## src/rtl/video_raster_tmg_gen_pkg.sv

```systemverilog
// Shared definitions for the NTSC raster timing generator and the overlay
// judges that decode its counters: V state encodings, default timing and
// a modular window helper.
package video_raster_tmg_gen_pkg;

  // Vertical interval states, advanced once per line.
  typedef enum logic [2:0] {
    S_ACT    = 3'd0,
    S_VBLK   = 3'd1,
    S_PREEQ  = 3'd2,
    S_VSYNC  = 3'd3,
    S_POSTEQ = 3'd4
  } v_state_t;

  // Default NTSC square-pixel timing.
  localparam int NTSC_CK_DIV     = 2;
  localparam int NTSC_H_TOTAL    = 390;
  localparam int NTSC_H_ACT      = 320;
  localparam int NTSC_H_FP       = 8;
  localparam int NTSC_HS_W       = 29;
  localparam int NTSC_V_TOTAL    = 262;
  localparam int NTSC_V_ACT      = 240;
  localparam int NTSC_V_EQ_START = 243;

  // True when h lies in [start, start+len) taken modulo total.
  function automatic logic in_win(input logic [9:0] h, input logic [9:0] start,
                                  input logic [9:0] len, input logic [9:0] total);
    logic [9:0] d;
    d = (h >= start) ? (h - start) : (h + total - start);
    return (d < len);
  endfunction

endpackage

```

## src/rtl/video_raster_tmg_gen_if.sv

```systemverilog
// Raster timing bundle from the generator to downstream position decoders.
// FRAMEs_o exists only when VIDEO_TMG_FRAME_CTR_EN is defined.
interface video_raster_tmg_gen_if;
  logic       CK_EE_o;
  logic [8:0] HCTRs_o;
  logic [8:0] VCTRs_o;
  logic       H_ACT_o;
  logic       V_ACT_o;
  logic       XHSYNC_o;
  logic       XVSYNC_o;
  logic       XCSYNC_o;
`ifdef VIDEO_TMG_FRAME_CTR_EN
  logic [7:0] FRAMEs_o;
`endif

  modport master (
    output CK_EE_o, HCTRs_o, VCTRs_o, H_ACT_o, V_ACT_o, XHSYNC_o, XVSYNC_o, XCSYNC_o
`ifdef VIDEO_TMG_FRAME_CTR_EN
    , output FRAMEs_o
`endif
  );

  modport slave (
    input CK_EE_o, HCTRs_o, VCTRs_o, H_ACT_o, V_ACT_o, XHSYNC_o, XVSYNC_o, XCSYNC_o
`ifdef VIDEO_TMG_FRAME_CTR_EN
    , input FRAMEs_o
`endif
  );
endinterface

```

## src/rtl/video_raster_tmg_gen_hsync_dec.sv

```systemverilog
// Combinational decode of the next horizontal/composite sync levels from the
// next H position and next V state. Window starts are reduced modulo the
// line length so pulses may straddle the line wrap.
module video_tmg_hsync_dec
  import video_raster_tmg_gen_pkg::*;
#(
  parameter int C_H_TOTAL = NTSC_H_TOTAL,
  parameter int C_H_ACT   = NTSC_H_ACT,
  parameter int C_H_FP    = NTSC_H_FP,
  parameter int C_HS_W    = NTSC_HS_W
) (
  input  logic [8:0] h_next,
  input  v_state_t   state_next,
  output logic       xhsync_next,
  output logic       xcsync_next
);
  localparam logic [9:0] TOTAL   = 10'(C_H_TOTAL);
  localparam logic [9:0] HALF    = 10'(C_H_TOTAL / 2);
  localparam logic [9:0] HS0     = 10'((C_H_ACT + C_H_FP) % C_H_TOTAL);
  // Second half-line start: summed in 10 bits, then folded back into the line.
  localparam logic [9:0] HS1_SUM = HS0 + HALF;
  localparam logic [9:0] HS1     = (HS1_SUM >= TOTAL) ? (HS1_SUM - TOTAL) : HS1_SUM;
  localparam logic [9:0] HS_W    = 10'(C_HS_W);
  localparam logic [9:0] EQ_W    = 10'(C_HS_W / 2);
  // Serration: low from a half-line start until C_HS_W before the next one.
  localparam logic [9:0] SER_W   = HALF - HS_W;

  logic [9:0] h10;
  logic       in_hs;
  logic       in_eq;
  logic       in_ser;

  // Window membership and per-state selection of the composite sync level.
  always_comb begin
    h10    = {1'b0, h_next};
    in_hs  = in_win(h10, HS0, HS_W, TOTAL);
    in_eq  = in_win(h10, HS0, EQ_W, TOTAL) || in_win(h10, HS1, EQ_W, TOTAL);
    in_ser = in_win(h10, HS0, SER_W, TOTAL) || in_win(h10, HS1, SER_W, TOTAL);
    xhsync_next = ~in_hs;
    case (state_next)
      S_PREEQ, S_POSTEQ: xcsync_next = ~in_eq;
      S_VSYNC:           xcsync_next = ~in_ser;
      default:           xcsync_next = ~in_hs;
    endcase
  end
endmodule

```

## src/rtl/video_raster_tmg_gen.sv

```systemverilog
// NTSC square-pixel raster timing generator: pixel-enable divider, H/V
// counters, vertical interval FSM and registered active/sync flags decoded
// from the next counter state so they move on the same edge as the counters.
// Optional frame counter: define VIDEO_TMG_FRAME_CTR_EN.
module video_raster_tmg_gen
  import video_raster_tmg_gen_pkg::*;
#(
  parameter int C_CK_DIV     = NTSC_CK_DIV,
  parameter int C_H_TOTAL    = NTSC_H_TOTAL,
  parameter int C_H_ACT      = NTSC_H_ACT,
  parameter int C_H_FP       = NTSC_H_FP,
  parameter int C_HS_W       = NTSC_HS_W,
  parameter int C_V_TOTAL    = NTSC_V_TOTAL,
  parameter int C_V_ACT      = NTSC_V_ACT,
  parameter int C_V_EQ_START = NTSC_V_EQ_START
) (
  input  logic                  CK_i,
  input  logic                  XARST_i,
  input  logic                  FRAME_RST_i,
  video_raster_tmg_gen_if.master tmg
);
  localparam int               DIV_W    = (C_CK_DIV > 1) ? $clog2(C_CK_DIV) : 1;
  localparam logic [DIV_W-1:0] DIV_LAST = DIV_W'(C_CK_DIV - 1);
  localparam logic [8:0]       H_LAST   = 9'(C_H_TOTAL - 1);
  localparam logic [8:0]       V_LAST   = 9'(C_V_TOTAL - 1);
  localparam logic [8:0]       H_ACT_N  = 9'(C_H_ACT);
  localparam logic [8:0]       V_ACT_N  = 9'(C_V_ACT);
  localparam logic [8:0]       V_PREEQ  = 9'(C_V_EQ_START);
  localparam logic [8:0]       V_VSYNC  = 9'(C_V_EQ_START + 3);
  localparam logic [8:0]       V_POSTEQ = 9'(C_V_EQ_START + 6);
  localparam logic [8:0]       V_BLK2   = 9'(C_V_EQ_START + 9);

  logic [DIV_W-1:0] div_reg, div_next;
  logic             ck_ee_reg, ck_ee_next;
  logic [8:0]       h_reg, h_next;
  logic [8:0]       v_reg, v_next;
  logic             line_end;
  v_state_t         state_reg, state_next;
  logic             h_act_reg, h_act_next;
  logic             v_act_reg, v_act_next;
  logic             xhs_reg, xhs_next;
  logic             xvs_reg, xvs_next;
  logic             xcs_reg, xcs_next;

  // Divider and counters advance only on the cycle that closes a pixel;
  // a frame restart overrides everything.
  always_comb begin
    div_next   = (div_reg == DIV_LAST) ? '0 : div_reg + 1'b1;
    ck_ee_next = (div_next == DIV_LAST);
    line_end   = (h_reg == H_LAST);
    h_next     = h_reg;
    v_next     = v_reg;
    if (ck_ee_reg) begin
      h_next = line_end ? 9'd0 : h_reg + 9'd1;
      if (line_end) v_next = (v_reg == V_LAST) ? 9'd0 : v_reg + 9'd1;
    end
    if (FRAME_RST_i) begin
      div_next   = '0;
      ck_ee_next = 1'b0;
      h_next     = 9'd0;
      v_next     = 9'd0;
    end
  end

  // Vertical interval next state, evaluated at the line wrap.
  always_comb begin
    state_next = state_reg;
    if (ck_ee_reg && line_end) begin
      case (state_reg)
        S_ACT:    if (v_next == V_ACT_N) state_next = S_VBLK;
        S_VBLK: begin
          if (v_next == 9'd0)         state_next = S_ACT;
          else if (v_next == V_PREEQ) state_next = S_PREEQ;
        end
        S_PREEQ:  if (v_next == V_VSYNC)  state_next = S_VSYNC;
        S_VSYNC:  if (v_next == V_POSTEQ) state_next = S_POSTEQ;
        S_POSTEQ: begin
          if (v_next == 9'd0)         state_next = S_ACT;
          else if (v_next == V_BLK2)  state_next = S_VBLK;
        end
        default:  state_next = S_ACT;
      endcase
    end
    if (FRAME_RST_i) state_next = S_ACT;
  end

  video_tmg_hsync_dec #(
    .C_H_TOTAL (C_H_TOTAL),
    .C_H_ACT   (C_H_ACT),
    .C_H_FP    (C_H_FP),
    .C_HS_W    (C_HS_W)
  ) u_hsync_dec (
    .h_next      (h_next),
    .state_next  (state_next),
    .xhsync_next (xhs_next),
    .xcsync_next (xcs_next)
  );

  // Active flags and vertical sync decoded from the next raster position.
  always_comb begin
    h_act_next = (h_next < H_ACT_N);
    v_act_next = (v_next < V_ACT_N);
    xvs_next   = (state_next != S_VSYNC);
  end

  // V state register.
  always_ff @(posedge CK_i or negedge XARST_i) begin
    if (!XARST_i) state_reg <= S_ACT;
    else          state_reg <= state_next;
  end

  // Divider, counters and registered timing flags.
  always_ff @(posedge CK_i or negedge XARST_i) begin
    if (!XARST_i) begin
      div_reg   <= '0;
      ck_ee_reg <= 1'b0;
      h_reg     <= 9'd0;
      v_reg     <= 9'd0;
      h_act_reg <= 1'b0;
      v_act_reg <= 1'b0;
      xhs_reg   <= 1'b1;
      xvs_reg   <= 1'b1;
      xcs_reg   <= 1'b1;
    end else begin
      div_reg   <= div_next;
      ck_ee_reg <= ck_ee_next;
      h_reg     <= h_next;
      v_reg     <= v_next;
      h_act_reg <= h_act_next;
      v_act_reg <= v_act_next;
      xhs_reg   <= xhs_next;
      xvs_reg   <= xvs_next;
      xcs_reg   <= xcs_next;
    end
  end

  assign tmg.CK_EE_o  = ck_ee_reg;
  assign tmg.HCTRs_o  = h_reg;
  assign tmg.VCTRs_o  = v_reg;
  assign tmg.H_ACT_o  = h_act_reg;
  assign tmg.V_ACT_o  = v_act_reg;
  assign tmg.XHSYNC_o = xhs_reg;
  assign tmg.XVSYNC_o = xvs_reg;
  assign tmg.XCSYNC_o = xcs_reg;

`ifdef VIDEO_TMG_FRAME_CTR_EN
  logic [7:0] frame_reg, frame_next;

  // Frame count bumps on the last-pixel-of-frame wrap; restart clears it.
  always_comb begin
    frame_next = frame_reg;
    if (ck_ee_reg && line_end && (v_reg == V_LAST)) frame_next = frame_reg + 8'd1;
    if (FRAME_RST_i) frame_next = 8'd0;
  end

  // Frame count register.
  always_ff @(posedge CK_i or negedge XARST_i) begin
    if (!XARST_i) frame_reg <= 8'd0;
    else          frame_reg <= frame_next;
  end

  assign tmg.FRAMEs_o = frame_reg;
`endif
endmodule

```

## src/flat_wrapper.sv

```systemverilog
// flat-port wrapper written by rule: the top's interface ports become plain ports
module video_raster_tmg_gen_flat import video_raster_tmg_gen_pkg::*;
#(
  parameter int C_CK_DIV     = NTSC_CK_DIV,
  parameter int C_H_TOTAL    = NTSC_H_TOTAL,
  parameter int C_H_ACT      = NTSC_H_ACT,
  parameter int C_H_FP       = NTSC_H_FP,
  parameter int C_HS_W       = NTSC_HS_W,
  parameter int C_V_TOTAL    = NTSC_V_TOTAL,
  parameter int C_V_ACT      = NTSC_V_ACT,
  parameter int C_V_EQ_START = NTSC_V_EQ_START
)
  (CK_i, XARST_i, FRAME_RST_i, tmg_CK_EE_o, tmg_HCTRs_o, tmg_VCTRs_o, tmg_H_ACT_o, tmg_V_ACT_o, tmg_XHSYNC_o, tmg_XVSYNC_o, tmg_XCSYNC_o);
  video_raster_tmg_gen_if tmg_i ();
  input  logic CK_i;
  input  logic XARST_i;
  input  logic FRAME_RST_i;
  output wire logic [$bits(tmg_i.CK_EE_o)-1:0] tmg_CK_EE_o;
  output wire logic [$bits(tmg_i.HCTRs_o)-1:0] tmg_HCTRs_o;
  output wire logic [$bits(tmg_i.VCTRs_o)-1:0] tmg_VCTRs_o;
  output wire logic [$bits(tmg_i.H_ACT_o)-1:0] tmg_H_ACT_o;
  output wire logic [$bits(tmg_i.V_ACT_o)-1:0] tmg_V_ACT_o;
  output wire logic [$bits(tmg_i.XHSYNC_o)-1:0] tmg_XHSYNC_o;
  output wire logic [$bits(tmg_i.XVSYNC_o)-1:0] tmg_XVSYNC_o;
  output wire logic [$bits(tmg_i.XCSYNC_o)-1:0] tmg_XCSYNC_o;
  assign tmg_CK_EE_o = tmg_i.CK_EE_o;
  assign tmg_HCTRs_o = tmg_i.HCTRs_o;
  assign tmg_VCTRs_o = tmg_i.VCTRs_o;
  assign tmg_H_ACT_o = tmg_i.H_ACT_o;
  assign tmg_V_ACT_o = tmg_i.V_ACT_o;
  assign tmg_XHSYNC_o = tmg_i.XHSYNC_o;
  assign tmg_XVSYNC_o = tmg_i.XVSYNC_o;
  assign tmg_XCSYNC_o = tmg_i.XCSYNC_o;
  video_raster_tmg_gen #(.C_CK_DIV(C_CK_DIV), .C_H_TOTAL(C_H_TOTAL), .C_H_ACT(C_H_ACT), .C_H_FP(C_H_FP), .C_HS_W(C_HS_W), .C_V_TOTAL(C_V_TOTAL), .C_V_ACT(C_V_ACT), .C_V_EQ_START(C_V_EQ_START)) u_core (.CK_i(CK_i), .XARST_i(XARST_i), .FRAME_RST_i(FRAME_RST_i), .tmg(tmg_i));
endmodule
```

## config.mk

```make
export PLATFORM = sky130hd
export DESIGN_NAME = video_raster_tmg_gen_flat
export DESIGN_NICKNAME = d
export VERILOG_FILES = /design/src/rtl/video_raster_tmg_gen_pkg.sv /design/src/rtl/video_raster_tmg_gen_if.sv /design/src/rtl/video_raster_tmg_gen_hsync_dec.sv /design/src/rtl/video_raster_tmg_gen.sv /design/src/flat_wrapper.sv
export SDC_FILE = /design/constraint.sdc
export NUM_CORES = 1
export LEC_CHECK = 0
export ABC_CLOCK_PERIOD_IN_PS = 6300
export BUFFER_PORTS_ARGS = -buffer_cell sky130_fd_sc_hd__buf_2
export CAP_MARGIN = 20
export CORE_MARGIN = 2
export CORE_UTILIZATION = 60
export DETAILED_ROUTE_END_ITERATION = 7
export PLACE_DENSITY = 0.8
export SYNTH_ARGS = -nofsm -noshare
export SYNTH_HDL_FRONTEND = slang
export SYNTH_SLANG_ARGS = --single-unit
```

## constraint.sdc

```tcl
create_clock -name CK_i -period 6.3 [get_ports CK_i]
set_input_delay 1.26 -clock CK_i [delete_from_list [all_inputs] [get_ports CK_i]]
set_output_delay 1.26 -clock CK_i [all_outputs]
set_load 0.02 [all_outputs]
```

==> impl_metrics.json <==
{
  "clkSinkCount": 27,
  "dr.first_iter.drc_count": 242,
  "ant_nets": 0,
  "cp_max_fo": 13,
  "crit_required_ns": 6.52,
  "fin_hold_ws_ns": 0.688,
  "chipHeight_um": 77.4,
  "cts_tree": "done",
  "yosysSeqAreaShare_pct": 21.0,
  "p_leak_nw": 1.41,
  "drive_above_1_share_pct": 14.9,
  "avgSynthCellArea_sq_um": 8.00,
  "io_buffers": 26,
  "fin_crit_sh_pct": 89.5,
  "finalNetCount": 435,
  "fill_cells": 456,
  "seq_area_sq_um": 679,
  "grt_overflow": 0,
  "syn_nets": 422,
  "critPathMaxStageDelay_ns": 0.71,
  "dp_cells": 482,
  "grt_max_degree": 28,
  "layout_commonest_cell": "nand2_1",
  "hold_viol": 0,
  "rsz0062_at_grt": "false",
  "antenna_found_initial": 0,
  "post-route-util_pct": 66.3,
  "syn_area_sq_um": 3230,
  "postSynth.asyncResetShare_pct": 100,
  "clk_path_buf_depth": 2,
  "cts_resized": 0,
  "track_usage_pct": 30.3,
  "final_cell_mix": "32 x nand2_1, 28 x nor2_1, 26 x buf_2",
  "synthTopCellsByArea": "dfrtp_1 19%, ha_1 5.8%, xnor2_1 4.1%",
  "arrival_ns": 5.85,
  "cp-end-kind": "flop",
  "vias": 3321,
  "hpwl_um": 6720,
  "cp_cell_sequence": "ha_1 > nand4b_1 > o31ai_4 > nor2_1 > inv_1 > ha_1 > nor2_1 > mux2i_1 > nor2_1 > or2_2 > ha_1 > a2111oi_0 > or2_2 > o211ai_1 > a31oi_1 > and2_1 > a311o_2 > o21ai_1 > a22o_1",
  "yosysWarnings": 0,
  "max-vdd-ir-drop_mv": 0.0693,
  "area_growth_pct": 5.54,
  "start_util_pct": 62.9,
  "synth_cell_types": 77,
  "status": "complete, no violations",
  "avgViaCountPerCell": 6.83,
  "worst-slew-pin-transition_ns": 0.856,
  "wl_um": 8800,
  "synth_edf_count": 0,
  "crit_family": "compound AO/OA/AOI/OAI gates",
  "setup_viol": 0,
  "root_buffer": "clkbuf_8",
  "grt_pass1_wl_um": 14800,
  "dieArea_sq_um": 5990,
  "timing.setup.tns_ns": 0,
  "rows": 26,
  "cp_num_buf_inv": 1,
  "fin_crit_ns": 5.64,
  "holdCritPathClass": "reg -> reg",
  "skew_ns": 0.00590,
  "ys.flop_type": "dfrtp_1",
  "slew_headroom_pct": 42.2,
  "clk_pin_slew_worst_paths_ns": 0.10,
  "synthCells": 404,
  "drt_first_pass_iters": 5,
  "multi_input_area_sq_um": 2360,
  "numCtsBuffers": 3,
  "synth_top_area_share_pct": 18.6,
  "fmax_ghz": 0.177,
  "crit_type": "reg -> reg",
  "drc_errors": 0,
  "crit_slowest_cell": "o31ai_4",
  "ctsHoldBuffers": 0,
  "finalWeightedCongestion": 0.914,
  "core_sq_um": 5140,
  "cap_violations": 0,
  "slew_viol_final": 0,
  "synth_seq_cells": 27,
  "diodes": 0,
  "cp-start-kind": "flop",
  "total_power_w": 0.000347,
  "htree_num_levels": 1,
  "pwr_density_cell_nw_per_um2": 102,
  "stdcell_count": 486,
  "synth_top_cell_by_area": "dfrtp_1",
  "clock_latency_ns": 0.28,
  "routedWlPerCell_um": 18.1,
  "die_w_um": 77.4,
  "post_cts_buffers": 0,
  "grt_pass1_vias": 3171,
  "ios": 27
}
metrics by stage:
step | area (sq um) | setup slack, ns
global route | 3410 | 0.363
CTS | 3410 | 0.873
floorplan | 3230 | 1.14
detailed placement | 3360 | 0.593
finish | 3410 | 0.664
global placement | 3360 | 0.825
per-layer routing:
metal	up-vias	share of wire (%)	global-route usage, %
li1	1564	-	-
met3	30	6.1	2.09
met2	154	48	52.4
met5	-	0	0
met1	1573	41	37.5
met4	0	4.2	16.6
power by group:
group | switching (W) | internal (W) | leakage, nW | total, W
Clock | 0.0000572 | 0.0000450 | 0.0217 | 0.000102
Combinational | 0.0000410 | 0.0000243 | 1.03 | 0.0000653
Sequential | 0.00000417 | 0.000175 | 0.354 | 0.000179
path summary, 6_finish.rpt:
kind	startpoint	end	slack [ns]	depth (start not counted)
min	u_core.state_reg[0]$_DFF_PN0_	u_core.state_reg[0]$_DFF_PN0_	0.69	2
min reg2reg	u_core.state_reg[0]$_DFF_PN0_	u_core.state_reg[0]$_DFF_PN0_	0.69	2
max	u_core.tmg.HCTRs_o[0]$_DFF_PN0_	u_core.tmg.XCSYNC_o$_DFF_PN1_	0.66	19
max in group asynchronous	XARST_i	u_core.tmg.HCTRs_o[5]$_DFF_PN0_	4.93	1
max reg2reg	u_core.tmg.HCTRs_o[0]$_DFF_PN0_	u_core.tmg.XCSYNC_o$_DFF_PN1_	0.66	19
min in group asynchronous	XARST_i	u_core.tmg.VCTRs_o[6]$_DFF_PN0_	0.98	1
area by class of cell:
type	instances	share of cell area [%]
sequential	27	19.9
tap	70	2.57
timing repair buffer	29	4.48
clock inverter	1	0.220
clock buffer	3	1.21
multi-input combinational	335	69.2
inverter	21	2.39
cells by family after synthesis:
kind of cell	share of synthesized area, %
adder cells (fa/ha/maj)	5.81
multiplexers	3.49
flip-flops	21.0
AND/OR/NAND/NOR	29.7
XOR/XNOR	7.09
buffers and inverters	5.93
AO/OA/AOI/OAI	26.9
cells in the mapped netlist (10+ instances only):
library cell	count
nand2_1	32
nor2_1	28
dfrtp_1	24
a21oi_1	20
inv_1	19
nand3_1	16
ha_1	15
xnor2_1	15
clkbuf_1	13
nor3_1	12
nor2b_1	11
nor4_1	11
o211ai_1	10
tightest hold or removal path: stages (launching register included):
cell and delay (ns):
dfrtp_1 0.43, nand2_1 0.08, nand3_2 0.13
Power figures use the tool's default switching activity.
